File: config.mk
export PLATFORM = sky130hd
export DESIGN_NAME = seq_auction_flat
export DESIGN_NICKNAME = d
export VERILOG_FILES = /design/src/rtl/seq_auction_pkg.sv /design/src/rtl/seq_auction_if.sv /design/src/rtl/seq_auction_top2_update.sv /design/src/rtl/seq_auction.sv /design/src/flat_wrapper.sv
export SDC_FILE = /design/constraint.sdc
export NUM_CORES = 1
export LEC_CHECK = 0
export ABC_AREA = 1
export BUFFER_PORTS_ARGS = -buffer_cell sky130_fd_sc_hd__buf_2
export CAP_MARGIN = 10
export CORE_ASPECT_RATIO = 0.7
export CORE_UTILIZATION = 28
export CTS_CLUSTER_SIZE = 10
export DETAILED_ROUTE_END_ITERATION = 10
export MAX_ROUTING_LAYER = met4
export PLACE_DENSITY_LB_ADDON = 0.05
export SETUP_SLACK_MARGIN = 0.05
export SLEW_MARGIN = 0
export SYNTH_ARGS = -nofsm -noshare
export SYNTH_HDL_FRONTEND = slang
export SYNTH_HIERARCHICAL = 1
export SYNTH_SLANG_ARGS = --single-unit
File: constraint.sdc
create_clock -name clk -period 2.5 [get_ports clk]
set_input_delay 0.125 -clock clk [delete_from_list [all_inputs] [get_ports clk]]
set_output_delay 0.125 -clock clk [all_outputs]
set_load 0.02 [all_outputs]
File: src/rtl/seq_auction_pkg.sv
// seq_auction_pkg: shared FSM state type and pricing-mode encodings for the auction engine
package seq_auction_pkg;
  typedef enum logic [1:0] {IDLE, COLLECT, DONE} state_t;
  localparam logic FIRST_PRICE = 1'b0;
  localparam logic SECOND_PRICE = 1'b1;
endpackage

File: src/rtl/seq_auction_if.sv
// seq_auction_if: bid stream, control and result bundle between bid source and auction engine
interface seq_auction_if #(parameter int N = 2, parameter int W = 8);
  logic start;
  logic mode;
  logic bid_valid;
  logic bid_ready;
  logic [W-1:0] bid;
  logic bid_last;
  logic busy;
  logic done;
  logic [N-1:0] winner;
  logic [W-1:0] price;
  logic [N:0] num_bids;
  modport master (
    output start, mode, bid_valid, bid, bid_last,
    input bid_ready, busy, done, winner, price, num_bids
  );
  modport slave (
    input start, mode, bid_valid, bid, bid_last,
    output bid_ready, busy, done, winner, price, num_bids
  );
endinterface

File: src/rtl/seq_auction_top2_update.sv
// top2_update: folds one bid into a running best/second-best tracker; ties keep the earlier winner
module top2_update #(parameter int N = 2, parameter int W = 8) (
  input  logic [W-1:0] top1,
  input  logic [W-1:0] top2,
  input  logic [N-1:0] idx,
  input  logic [W-1:0] bid,
  input  logic [N-1:0] count,
  output logic [W-1:0] top1_n,
  output logic [W-1:0] top2_n,
  output logic [N-1:0] idx_n
);
  // a strictly higher bid takes the lead; an equal one only raises the runner-up price
  always_comb begin
    top1_n = bid > top1 ? bid : top1;
    top2_n = bid > top1 ? top1 : (bid > top2 ? bid : top2);
    idx_n = bid > top1 ? count : idx;
  end
endmodule

File: src/rtl/seq_auction.sv
// seq_auction: sequential sealed-bid auction, first-price or second-price result on close
module seq_auction
  import seq_auction_pkg::*;
#(parameter int N = 2, parameter int W = 8) (
  input logic clk,
  input logic rst,
  seq_auction_if.slave bus
);
  localparam logic [N:0] LAST_IDX = (N+1)'((1 << N) - 1);
  state_t state, state_n;
  logic [W-1:0] top1, top2, top1_n, top2_n, price_r;
  logic [N-1:0] idx, idx_n, winner_r;
  logic [N:0] count, num_bids_r;
  logic mode_r, done_r, accept, close, start_ok;
  assign start_ok = bus.start && state != COLLECT;
  assign accept = bus.bid_valid && state == COLLECT;
  assign close = accept && (bus.bid_last || count == LAST_IDX);
  assign bus.bid_ready = state == COLLECT;
  assign bus.busy = state == COLLECT;
  assign bus.done = done_r;
  assign bus.winner = winner_r;
  assign bus.price = price_r;
  assign bus.num_bids = num_bids_r;
  top2_update #(.N(N), .W(W)) u_upd (
    .top1(top1),
    .top2(top2),
    .idx(idx),
    .bid(bus.bid),
    .count(count[N-1:0]),
    .top1_n(top1_n),
    .top2_n(top2_n),
    .idx_n(idx_n)
  );
  // state register
  always_ff @(posedge clk or posedge rst)
    if (rst) state <= IDLE;
    else state <= state_n;
  // start opens an auction from IDLE or DONE; the closing bid moves to DONE
  always_comb begin
    state_n = state;
    if (start_ok) state_n = COLLECT;
    else if (close) state_n = DONE;
  end
  // tracker, counter and registered result; the closing bid is folded into the result
  always_ff @(posedge clk or posedge rst)
    if (rst) begin
      top1 <= '0;
      top2 <= '0;
      idx <= '0;
      count <= '0;
      mode_r <= FIRST_PRICE;
      done_r <= 1'b0;
      winner_r <= '0;
      price_r <= '0;
      num_bids_r <= '0;
    end else begin
      done_r <= close;
      if (start_ok) begin
        top1 <= '0;
        top2 <= '0;
        idx <= '0;
        count <= '0;
        mode_r <= bus.mode;
      end else if (accept) begin
        top1 <= top1_n;
        top2 <= top2_n;
        idx <= idx_n;
        count <= count + (N+1)'(1);
      end
      if (close) begin
        winner_r <= idx_n;
        price_r <= mode_r == SECOND_PRICE ? top2_n : top1_n;
        num_bids_r <= count + (N+1)'(1);
      end
    end
endmodule

File: src/flat_wrapper.sv
// flat-port wrapper written by rule: the top's interface ports become plain ports
module seq_auction_flat import seq_auction_pkg::*;
#(parameter int N = 2, parameter int W = 8)
  (clk, rst, bus_start, bus_mode, bus_bid_valid, bus_bid, bus_bid_last, bus_bid_ready, bus_busy, bus_done, bus_winner, bus_price, bus_num_bids);
  seq_auction_if #(.N(N), .W(W)) bus_i ();
  input logic clk;
  input logic rst;
  input wire logic [$bits(bus_i.start)-1:0] bus_start;
  input wire logic [$bits(bus_i.mode)-1:0] bus_mode;
  input wire logic [$bits(bus_i.bid_valid)-1:0] bus_bid_valid;
  input wire logic [$bits(bus_i.bid)-1:0] bus_bid;
  input wire logic [$bits(bus_i.bid_last)-1:0] bus_bid_last;
  output wire logic [$bits(bus_i.bid_ready)-1:0] bus_bid_ready;
  output wire logic [$bits(bus_i.busy)-1:0] bus_busy;
  output wire logic [$bits(bus_i.done)-1:0] bus_done;
  output wire logic [$bits(bus_i.winner)-1:0] bus_winner;
  output wire logic [$bits(bus_i.price)-1:0] bus_price;
  output wire logic [$bits(bus_i.num_bids)-1:0] bus_num_bids;
  assign bus_i.start = bus_start;
  assign bus_i.mode = bus_mode;
  assign bus_i.bid_valid = bus_bid_valid;
  assign bus_i.bid = bus_bid;
  assign bus_i.bid_last = bus_bid_last;
  assign bus_bid_ready = bus_i.bid_ready;
  assign bus_busy = bus_i.busy;
  assign bus_done = bus_i.done;
  assign bus_winner = bus_i.winner;
  assign bus_price = bus_i.price;
  assign bus_num_bids = bus_i.num_bids;
  seq_auction #(.N(N), .W(W)) u_core (.clk(clk), .rst(rst), .bus(bus_i));
endmodule
; Word level (Yosys, flattened, before mapping)
; Index checks and enable logic that the tools add are counted.
[totals]
ff_bits = 38
in_bits = 14
elab_cells = 37
out_inout_bits = 16
[classes]
mux = 15
addsub = 1
eq_ne = 3
magnitude_cmp = 2
reduce_logical = 6
[ops]
columns = cell, count
row1 = $mux 8, 8
row2 = $gt 8x8->1, 2
row3 = $mux 2, 5
row4 = $mux 3, 2
row5 = $reduce_bool 2->1, 2
row6 = $add 3x1->3 const B, 1
row7 = $eq 3x2->1 const B, 1
row8 = $logic_and 1x1->1, 3
row9 = $eq 2x1->1 const B, 1
row10 = $ne 2x1->1 const B, 1
row11 = $logic_or 1x1->1, 1

; Depth between registers and ports, before layout
; Gate-level depths: netlist of the first run.
[logic_depth]
word_depth = 5
ltp_mapped = 17

; Modules after synthesis
; The synthesis of the first run kept the hierarchy.
[by_module_without_submodules]
columns = mod, area_each_um2, seq_area_each_um2, cells_per_inst, instances
row1 = seq_auction, 1714.1, 950.9, 199, 1
row2 = top2_update, 819.5, 0.0, 141, 1

; Worst setup path before layout of the first run
; Ideal clock, no wire load.
[synth_path]
kind = reg2reg
from = register u_core.top1[1]
to = register u_core.price_r[6] (netlist: u_core/bus.price[6])
required_ns = 2.435
t_arrival_ns = 1.707
setup_slack_ns = 0.729
path_buffers = 1
path_stages_with_launch = 17
cell_sequence = dfrtp_1 inv_1 ha_1 inv_1 nor2_1 o21ai_1 nand2_1 nand2_1 nand2_2 nand2_4 buf_8 nand2_1 o21ai_2 inv_1 o21ai_0 nand2_1 nand2_1
[synth_between]
elab_chain_cells = 3
[synth_lines]
columns = element, line
row1 = from (decl), seq_auction.sv:11  ; logic [W-1:0] top1, top2, top1_n, top2_n, price_r;
row2 = from (signal assigned), seq_auction.sv:65  ; top1 <= top1_n;
row3 = $gt 8x8->1, seq_auction_top2_update.sv:14  ; top1_n = bid > top1 ? bid : top1;
row4 = $mux 8, seq_auction_top2_update.sv:14
row5 = named net u_core.top1_n[6], seq_auction.sv:11
row6 = $mux 8, seq_auction.sv:72  ; price_r <= mode_r == SECOND_PRICE ? top2_n : top1_n;
row7 = to (signal assigned), seq_auction.sv:72
row8 = to (decl), seq_auction.sv:11
; The timed path passes the listed nets, and every way through them passes these cells.
; A chain may end at the register's enable or synchronous reset.

; Worst setup path in the final report of the first run
[layout_path]
from = register u_core.top1[1]
to = register u_core.price_r[7] (netlist: u_core/bus.price[7])
; Same word-level chain as after synthesis.

==> results of run 1 <==
cells in the mapped netlist (all sizes together):
| cell type | n | share of area, % |
|---|---|---|
| buf | 13 | 4.8 |
| o21a | 1 | 0.30 |
| a21o | 1 | 0.30 |
| nand3 | 39 | 8.4 |
| inv | 47 | 7.0 |
| o21ai | 19 | 5.4 |
| ha | 18 | 8.9 |
| nand2 | 148 | 23 |
| nor2 | 8 | 2.0 |
| nand4 | 2 | 1.3 |
| a21oi | 6 | 1.2 |
| dfrtp | 38 | 38 |
power by group:
part	switching, mW	internal [mW]
clock network	0.248	0.492
logic	1.24	0.600
registers	0.227	0.882
total	1.71	1.97
flip-flops by register name (all words and copies together), names as in the netlist:
register	flops
u_core/bus.winner	2
u_core/bus.price	8
u_core/bus.done	1
u_core/mode_r	1
u_core/state	2
u_core/top2	8
u_core/count	3
u_core/bus.num_bids	3
u_core/idx	2
u_core/top1	8
layout make-up:
cell class | instances | area [um2]
Fill cell | 942 | 5710
Multi-Input combinational cell | 242 | 1290
Sequential cell | 38 | 951
Inverter | 47 | 176
Timing Repair Buffer | 32 | 170
Tap cell | 120 | 150
Clock buffer | 6 | 139
Clock inverter | 1 | 30.0
stage by stage:
step	hold WS [ns]	instance area, um2	std cells
after floorplan	0.235	2530	340
after global placement	0.283	2720	478
after detailed placement	0.284	2720	478
after CTS	0.0431	2900	486
after global routing	0.0454	2910	486
final	0.0414	2910	486
worst register-to-register path: cells and delay by family (launching register included):
kind	cells	cell delay, ns
AO/OA/AOI/OAI	3	0.34
buffers and inverters	4	0.39
AND/OR/NAND/NOR	8	0.62
flip-flops	1	0.40
adder cells (fa/ha/maj)	1	0.33
cell families after synthesis:
logic type	count (synthesis)	synth area share [%]
AND/OR/NAND/NOR	197	34.6
buffers and inverters	60	11.8
AO/OA/AOI/OAI	27	7.16
flip-flops	38	37.5
adder cells (fa/ha/maj)	18	8.89
cells in the final DEF, fill, tap and decap left out, drive strengths merged:
cell type,count
a21o,1
a21oi,6
buf,31
bufinv,1
clkbuf,6
dfrtp,38
dlygate4sd3,1
ha,18
inv,47
nand2,148
nand3,39
nand4,2
nor2,8
o21a,1
o21ai,19
timing repair:
item                                   4_1_cts  5_1_grt
endpoints found under the hold margin       38        0
resized for setup                            0        1
hold buffers                                 1        0
setup endpoints to repair                    0        2
metal layers:
metal | wire, um | up-vias | track usage [%]
met4 | 85 | 0 | 3.72
met2 | 2770 | 42 | 25.3
li1 | - | 1109 | -
met3 | 171 | 10 | 4.13
met1 | 3300 | 973 | 20.3
met5 | 0 | - | -
how the worst min path moves through the flow:
stage	start	cells after the start	end	slack (ns)
4_1_cts	bus_mode	3	u_core/mode_r	0.04
6_report	bus_mode	3	u_core/mode_r	0.04
3_5_place_dp	rst	3	u_core/bus.price[2]	0.28
5_1_grt	bus_mode	3	u_core/mode_r	0.05
3_3_place_gp	rst	3	u_core/bus.price[2]	0.28
2_1_floorplan	bus_mode	2	u_core/mode_r	0.23
==> out/metrics.cfg, run 1 <==
[outcome]
outcome = finished, final reports clean

[cts]
clock_sinks = 38
cts_root_buffer = clkbuf_16
cts.clk_slew.worst_paths_ns = 0.06
cts_tree = built
insertion_delay_ns = 0.28
clock_path_buffers = 2
postCtsSetupBuffers = 0
h-tree-depth = 2
cts_made_buffers = 5

[detailed_routing]
wire_per_inst_um = 13.0
viasPerCell = 4.39
route.detailed.drc = 0
drt-initial-drc-count = 119
wirelength_um = 6330
ant_nets = 0
vias = 2134
first_pass_iters = 5

[yosys]
synth-seq-area-share_pct = 37.5
synth_seq_cells = 38
ys_types = 26
synthesis.yosys.warnings = 6
netlist_instances = 340
syn_nets = 372
postSynthAreaPerCell_um2 = 7.45
synth_area_um2 = 2530

[placed_design]
port_buffers = 29
dp.final_hpwl_um = 4550
pre_cts_ws_ns = 0.348
routabilityCongestion = 0.815

[flow_run]
max_cap_viol_count = 0

[sta]
finalCritPeriodShare_pct = 85.5
fin_setup_tns_ns = 0
tightestPinTransition_ns = 0.695
hold_viol_final = 0
slew_violations = 0
setup_violations = 0
relSlewSlack_pct = 53.5
skew_ns = 0.00714
worst_slack_ns = 0.363
max_freq_mhz = 468
period_needed_ns = 2.14
rsz0062_at_grt = no

[critical_path]
cpLargestDelayFamily = simple AND/OR/NAND/NOR gates
cp-start-kind = flip-flop
crit_cells = 16
path_buf_inv = 4
r2r-end = u_core/bus.price[7]
r2r_cells = 16
r2r_start = u_core/top1[1]
path_max_fanout = 18
path_class = flip-flop to flip-flop
rrSetupSlack_ns = 0.36
crit_path_end = u_core/bus.price[7]
cp.required_ns = 2.72
crit_path_frequent_cell = nand2_1
slowest_stage = dfrtp_1
max_stage_delay_ns = 0.40
cp_cell_sequence = inv_1, ha_1, inv_1, nor2_1, o21ai_1, nand2_1, nand2_1, nand2_2, nand2_8, buf_4, nand2_1, o21ai_2, inv_1, o21ai_0, nand2_1, nand2_1
cp-end-kind = flip-flop
cp-startpoint = u_core/top1[1]
cp.arrival_ns = 2.36

[floorplan]
num_rows = 28
die_x_um = 116
die_h_um = 81.6
start_util_pct = 29.4
io_pins = 30
coreArea_um2 = 8620
die-area_um2 = 9440

[finish]
diodes = 0
layout-drive-gt1-share_pct = 17.2
post-route-util_pct = 33.8
area_growth_syn_to_layout_pct = 14.8
final_net_count = 398

[grt]
grt_pass1_wl_um = 11000
grt_overflow = 0
grt_antenna_before_repair = 0
grt_pass1_vias = 2193
grtUsageTotal_pct = 15.9
grt_max_degree = 39

[power_and_ir_drop]
vdd_ir_drop_max_v = 0.000437
finalPower_mw = 3.69
p_per_area_nw_per_um2 = 1270
p_leak_nw = 1.60

[hold_path]
hold_path.class = primary input to flip-flop

Power figures use the tool's default switching activity.
==> inputs of run 2 (changes only) <==
--- a/config.mk
+++ b/config.mk
@@ -8,13 +8,15 @@
 export ABC_AREA = 1
 export BUFFER_PORTS_ARGS = -buffer_cell sky130_fd_sc_hd__buf_2
 export CAP_MARGIN = 10
+export CELL_PAD_IN_SITES_DETAIL_PLACEMENT = 1
+export CELL_PAD_IN_SITES_GLOBAL_PLACEMENT = 1
 export CORE_ASPECT_RATIO = 0.7
 export CORE_UTILIZATION = 28
 export CTS_CLUSTER_SIZE = 10
 export DETAILED_ROUTE_END_ITERATION = 10
 export MAX_ROUTING_LAYER = met4
 export PLACE_DENSITY_LB_ADDON = 0.05
-export SETUP_SLACK_MARGIN = 0.05
+export REMOVE_ABC_BUFFERS = 1
 export SLEW_MARGIN = 0
 export SYNTH_ARGS = -nofsm -noshare
 export SYNTH_HDL_FRONTEND = slang
==> run 2 against run 1 <==
  * Worst setup slack worse by 0.029 ns
  * Clock skew decreased by 0.0017 ns
  * Total power up 3.2%
  * Sequential power barely moved
  * Critical path type unchanged
==> out/metrics.cfg, run 2 (synthesis results as in run 1) <==
[critical_path]
r2r-end = u_core/bus.price[3]
path_max_fanout = 21
slowest_stage = dfrtp_1
cp-end-kind = flip-flop
r2r_start = u_core/top1[1]
cp.required_ns = 2.67
cp_cell_sequence = inv_1, ha_1, inv_1, nor2_1, o21ai_1, nand2_1, nand2_1, nand2_2, nand2_4, inv_2, nand2_1, nand2_1, nand2_1, o21ai_0, nand2_1, nand2_1
rrSetupSlack_ns = 0.33
path_class = flip-flop to flip-flop
r2r_cells = 16
max_stage_delay_ns = 0.39
cp-start-kind = flip-flop
crit_path_frequent_cell = nand2_1
cp.arrival_ns = 2.34

[sta]
rsz0062_at_grt = no
finalCritPeriodShare_pct = 86.7
max_freq_mhz = 462
slew_violations = 0
period_needed_ns = 2.17
skew_ns = 0.00540
tightestPinTransition_ns = 0.700
relSlewSlack_pct = 53.1
hold_viol_final = 0
setup_violations = 0
worst_slack_ns = 0.333
fin_setup_tns_ns = 0

[finish]
final_net_count = 399
final.fill_count = 1104
diodes = 0
layout-drive-gt1-share_pct = 17.7
final_cell_mix = 144 x nand2_1, 43 x inv_1, 38 x dfrtp_1, 37 x nand3_1, 29 x buf_2
post-route-util_pct = 34.1
fin_cells = 488
mostFrequentLayoutCell = nand2_1
area_growth_syn_to_layout_pct = 16.0

[floorplan]
start_util_pct = 29.4
die-area_um2 = 9440
io_pins = 30
coreArea_um2 = 8620
die_h_um = 81.6
die_x_um = 116
num_rows = 28

[placed_design]
pre_cts_ws_ns = 0.322
routabilityCongestion = 0.745
port_buffers = 29
dp.final_hpwl_um = 4850
place_inst = 479

[detailed_routing]
wire_per_inst_um = 13.8
drt-initial-drc-count = 96
first_pass_iters = 4
ant_nets = 0
viasPerCell = 4.44
route.detailed.drc = 0
wirelength_um = 6730
vias = 2168

[grt]
busiest_layer = met2
grt_pass1_vias = 2077
grt_max_degree = 39
grt_pass1_wl_um = 11200
grt_use_met1_pct = 23.0
grt_use_met2_pct = 23.7
grt_antenna_before_repair = 0
grtUsageTotal_pct = 16.3
grt_overflow = 0
met3_usage_pct = 3.32

[power_and_ir_drop]
finalPower_mw = 3.81
p_per_area_nw_per_um2 = 1300
p_leak_nw = 1.62
vdd_ir_drop_max_v = 0.000324

[cts]
cts_made_buffers = 5
h-tree-depth = 2
insertion_delay_ns = 0.29
cts_root_buffer = clkbuf_16
cts_tree = built
cts.clk_slew.worst_paths_ns = 0.06
clock_path_buffers = 2
ctsResizeCount = 0
clock_sinks = 38
postCtsSetupBuffers = 0

[hold_path]
worstHoldPathCells = 3
min_from = bus_mode
hold_path.class = primary input to flip-flop
hold_end = u_core/mode_r

[flow_run]
max_cap_viol_count = 0

[outcome]
outcome = finished, final reports clean

## run 2: cell count changes in the layout (fill, tap and decap cells not counted), sizes merged
cell	change
buf	+1
bufinv	+1
## run 2: how the worst max path moves through the flow
stage	to	cells past startpoint	startpoint
5_1_grt	u_core/bus.price[4]	16	u_core/top1[1]
3_5_place_dp	u_core/bus.price[3]	16	u_core/top1[1]
6_report	u_core/bus.price[3]	16	u_core/top1[1]
3_3_place_gp	u_core/bus.price[2]	13	u_core/top1[6]
2_1_floorplan	u_core/bus.price[1]	16	u_core/top1[1]
4_1_cts	u_core/bus.price[5]	16	u_core/top1[1]
## run 2: routing by layer
metal | vias to the layer above | wire [um] | part of all wire (%)
li1 | 1113 | - | -
met1 | 1017 | 3640 | 54
met2 | 32 | 2820 | 42
met3 | 6 | 221 | 3.3
met4 | 0 | 46 | 0.68
met5 | - | 0 | 0
## run 2: repair_timing
| item | in CTS | in global routing |
|---|---|---|
| endpoints found under the setup margin | 0 | 0 |
| hold buffers | 1 | 0 |
| hold endpoints to repair | 38 | 0 |
## run 2: worst max-delay path: cells and delay by family, from the launching register on
kind / cells / cell delay (ns)
buf+inv: 3 / 0.31
flops: 1 / 0.39
simple gates: 10 / 0.84
compound gates: 2 / 0.20
fa+ha+maj: 1 / 0.32
## run 2: cell type report
| type | instances | area [um2] | area share, % |
|---|---|---|---|
| Multi-Input combinational cell | 242 | 1280 | 43.7 |
| Sequential cell | 38 | 951 | 32.4 |
| Timing Repair Buffer | 33 | 178 | 6.05 |
| Inverter | 47 | 176 | 6.01 |
| Tap cell | 120 | 150 | 5.11 |
| Clock buffer | 6 | 139 | 4.73 |
| Clock inverter | 2 | 60.1 | 2.04 |
## run 2: stage by stage
stage	area, um2	hold slack, ns
after detailed placement	2730	0.292
after global routing	2940	0.0357
after global placement	2730	0.293
after floorplan	2410	0.235
after CTS	2940	0.0298
final	2940	0.0330
## run 2: power by group
part / switching, mW / internal (mW)
Clock: 0.259 / 0.599
Sequential: 0.223 / 0.882
Combinational: 1.24 / 0.601
Total: 1.72 / 2.08
==> inputs of run 3 (changes only) <==
--- a/config.mk
+++ b/config.mk
@@ -14,7 +14,6 @@
 export CORE_UTILIZATION = 28
 export CTS_CLUSTER_SIZE = 10
 export DETAILED_ROUTE_END_ITERATION = 10
-export MAX_ROUTING_LAYER = met4
 export PLACE_DENSITY_LB_ADDON = 0.05
 export REMOVE_ABC_BUFFERS = 1
 export SLEW_MARGIN = 0
==> constraint.sdc (replaced) <==
create_clock -name clk -period 2.4 [get_ports clk]
set_input_delay 0.12 -clock clk [delete_from_list [all_inputs] [get_ports clk]]
set_output_delay 0.12 -clock clk [all_outputs]
set_load 0.02 [all_outputs]
==> run 3 against run 2 <==
  * Global-route usage shrank 0.17 points
  * Wire length down 0.46%
  * Largest power group unchanged
  * Combinational power is 7% higher
  * Highest routed layer unchanged
  * Clock skew down 0.0033 ns
  * Worst hold slack got worse by 0.0024 ns
  * Critical path type unchanged
  * Largest cell class unchanged
  * Worst setup slack worse by 0.032 ns
==> out/metrics.cfg, run 3 (synthesis results as in run 1) <==
[detailed_routing]
wirelength_um = 6700
route.detailed.drc = 0
drt-initial-drc-count = 47
viasPerCell = 4.42
ant_nets = 0
wire_per_inst_um = 13.7
vias = 2159
first_pass_iters = 4

[hold_path]
min_from = bus_mode
hold_path.class = primary input to flip-flop
hold_end = u_core/mode_r
worstHoldPathCells = 3

[cts]
postCtsSetupBuffers = 0
cts_root_buffer = clkbuf_16
cts.clk_slew.worst_paths_ns = 0.06
insertion_delay_ns = 0.28
clock_path_buffers = 2
clock_sinks = 38
h-tree-depth = 2
cts_made_buffers = 5
cts_tree = built

[floorplan]
num_rows = 28
die_h_um = 81.6
die_x_um = 116
coreArea_um2 = 8620
die-area_um2 = 9440
start_util_pct = 29.4
io_pins = 30

[sta]
relSlewSlack_pct = 61.5
period_needed_ns = 2.10
max_freq_mhz = 477
rsz0062_at_grt = no
hold_viol_final = 0
setup_violations = 0
skew_ns = 0.00210
hold_slack_ns = 0.0306
slew_violations = 0
finalCritPeriodShare_pct = 87.4
tightestPinTransition_ns = 0.578
fin_setup_tns_ns = 0

[placed_design]
dp.final_hpwl_um = 4780
port_buffers = 29
routabilityCongestion = 0.748

[finish]
register_area_um2 = 951
final_net_count = 400
post-route-util_pct = 33.6
final_cell_mix = 144 x nand2_1, 43 x inv_1, 38 x dfrtp_1, 37 x nand3_1, 29 x buf_2
area_growth_syn_to_layout_pct = 14.2
final.fill_count = 1092
multi_input_area_um2 = 1280
mostFrequentLayoutCell = nand2_1
diodes = 0
layout-drive-gt1-share_pct = 17.7

[outcome]
outcome = finished, final reports clean

[power_and_ir_drop]
vdd_ir_drop_max_v = 0.000326
p_leak_nw = 1.60
p_per_area_nw_per_um2 = 1290

[grt]
grt_max_degree = 39
grt_antenna_before_repair = 0
grtUsageTotal_pct = 16.2
grt_overflow = 0
grt_pass1_vias = 2202
grt_pass1_wl_um = 11400

[critical_path]
path_class = flip-flop to flip-flop
max_stage_delay_ns = 0.39
rrSetupSlack_ns = 0.30
r2r_start = u_core/top1[1]
r2r-end = u_core/bus.price[2]
cp.arrival_ns = 2.27
r2r_cells = 16
cp-startpoint = u_core/top1[1]
cp.required_ns = 2.57
cp-start-kind = flip-flop
path_max_fanout = 14
crit_path_frequent_cell = nand2_1
cp-end-kind = flip-flop
cp_cell_sequence = inv_1, ha_1, inv_1, nor2_1, o21ai_1, nand2_1, nand2_1, nand2_2, nand2_4, inv_2, nand2_1, nand2_1, nand2_1, o21ai_0, nand2_1, nand2_1
slowest_stage = dfrtp_1

[flow_run]
max_cap_viol_count = 0

run 3: stage by stage:
stage | worst slack (ns) | power (mW) | cells | instance area [um2]
after global routing | 0.0844 | 4.16 | 488 | 2890
final | 0.302 | 3.75 | 488 | 2890
after global placement | 0.320 | 3.14 | 480 | 2750
after floorplan | 0.531 | 2.50 | 327 | 2410
after CTS | 0.272 | 3.83 | 488 | 2890
after detailed placement | 0.316 | 3.16 | 480 | 2750
run 3: how the worst max path moves through the flow:
stage	slack, ns	cells after the start	end
finish	0.30	16	u_core/bus.price[2]
global route	0.08	13	u_core/bus.price[5]
floorplan	0.53	16	u_core/bus.price[1]
global placement	0.32	13	u_core/bus.price[3]
detailed placement	0.32	16	u_core/bus.price[2]
CTS	0.27	16	u_core/bus.price[2]
run 3: layer usage:
layer  track usage [%]  wire length, um  vias to the layer above  share of wire [%]
li1                  -                -                     1112                  -
met1              22.7             3620                     1013                 54
met2              25.1             2780                       29                 42
met3              3.47              237                        5                3.5
met4              4.23               60                        0               0.90
met5                 0                0                        -                  0
run 3: area by class of cell:
class	instances	area share, %
Clock inverter	2	0.346
Multi-Input combinational cell	242	44.4
Sequential cell	38	32.9
Inverter	47	6.10
Tap cell	120	5.19
Timing Repair Buffer	34	6.83
Clock buffer	5	4.32
run 3: where the power goes:
part	total, mW	switching [mW]	internal [mW]	leakage [nW]
Sequential	1.15	0.228	0.919	0.496
Combinational	1.96	1.30	0.660	1.04
Clock	0.638	0.263	0.375	0.0694
run 3: repair_timing:
action | in CTS | in global routing
gates resized for setup | 0 | 0
hold endpoints to repair | 38 | 0
hold buffers | 1 | 0
run 3: worst max-delay path, delay by kind of cell, from the launching register on:
family | cells | cell delay, ns
adder cells (fa/ha/maj) | 1 | 0.32
AND/OR/NAND/NOR | 10 | 0.80
buffers and inverters | 3 | 0.28
flip-flops | 1 | 0.39
AO/OA/AOI/OAI | 2 | 0.19
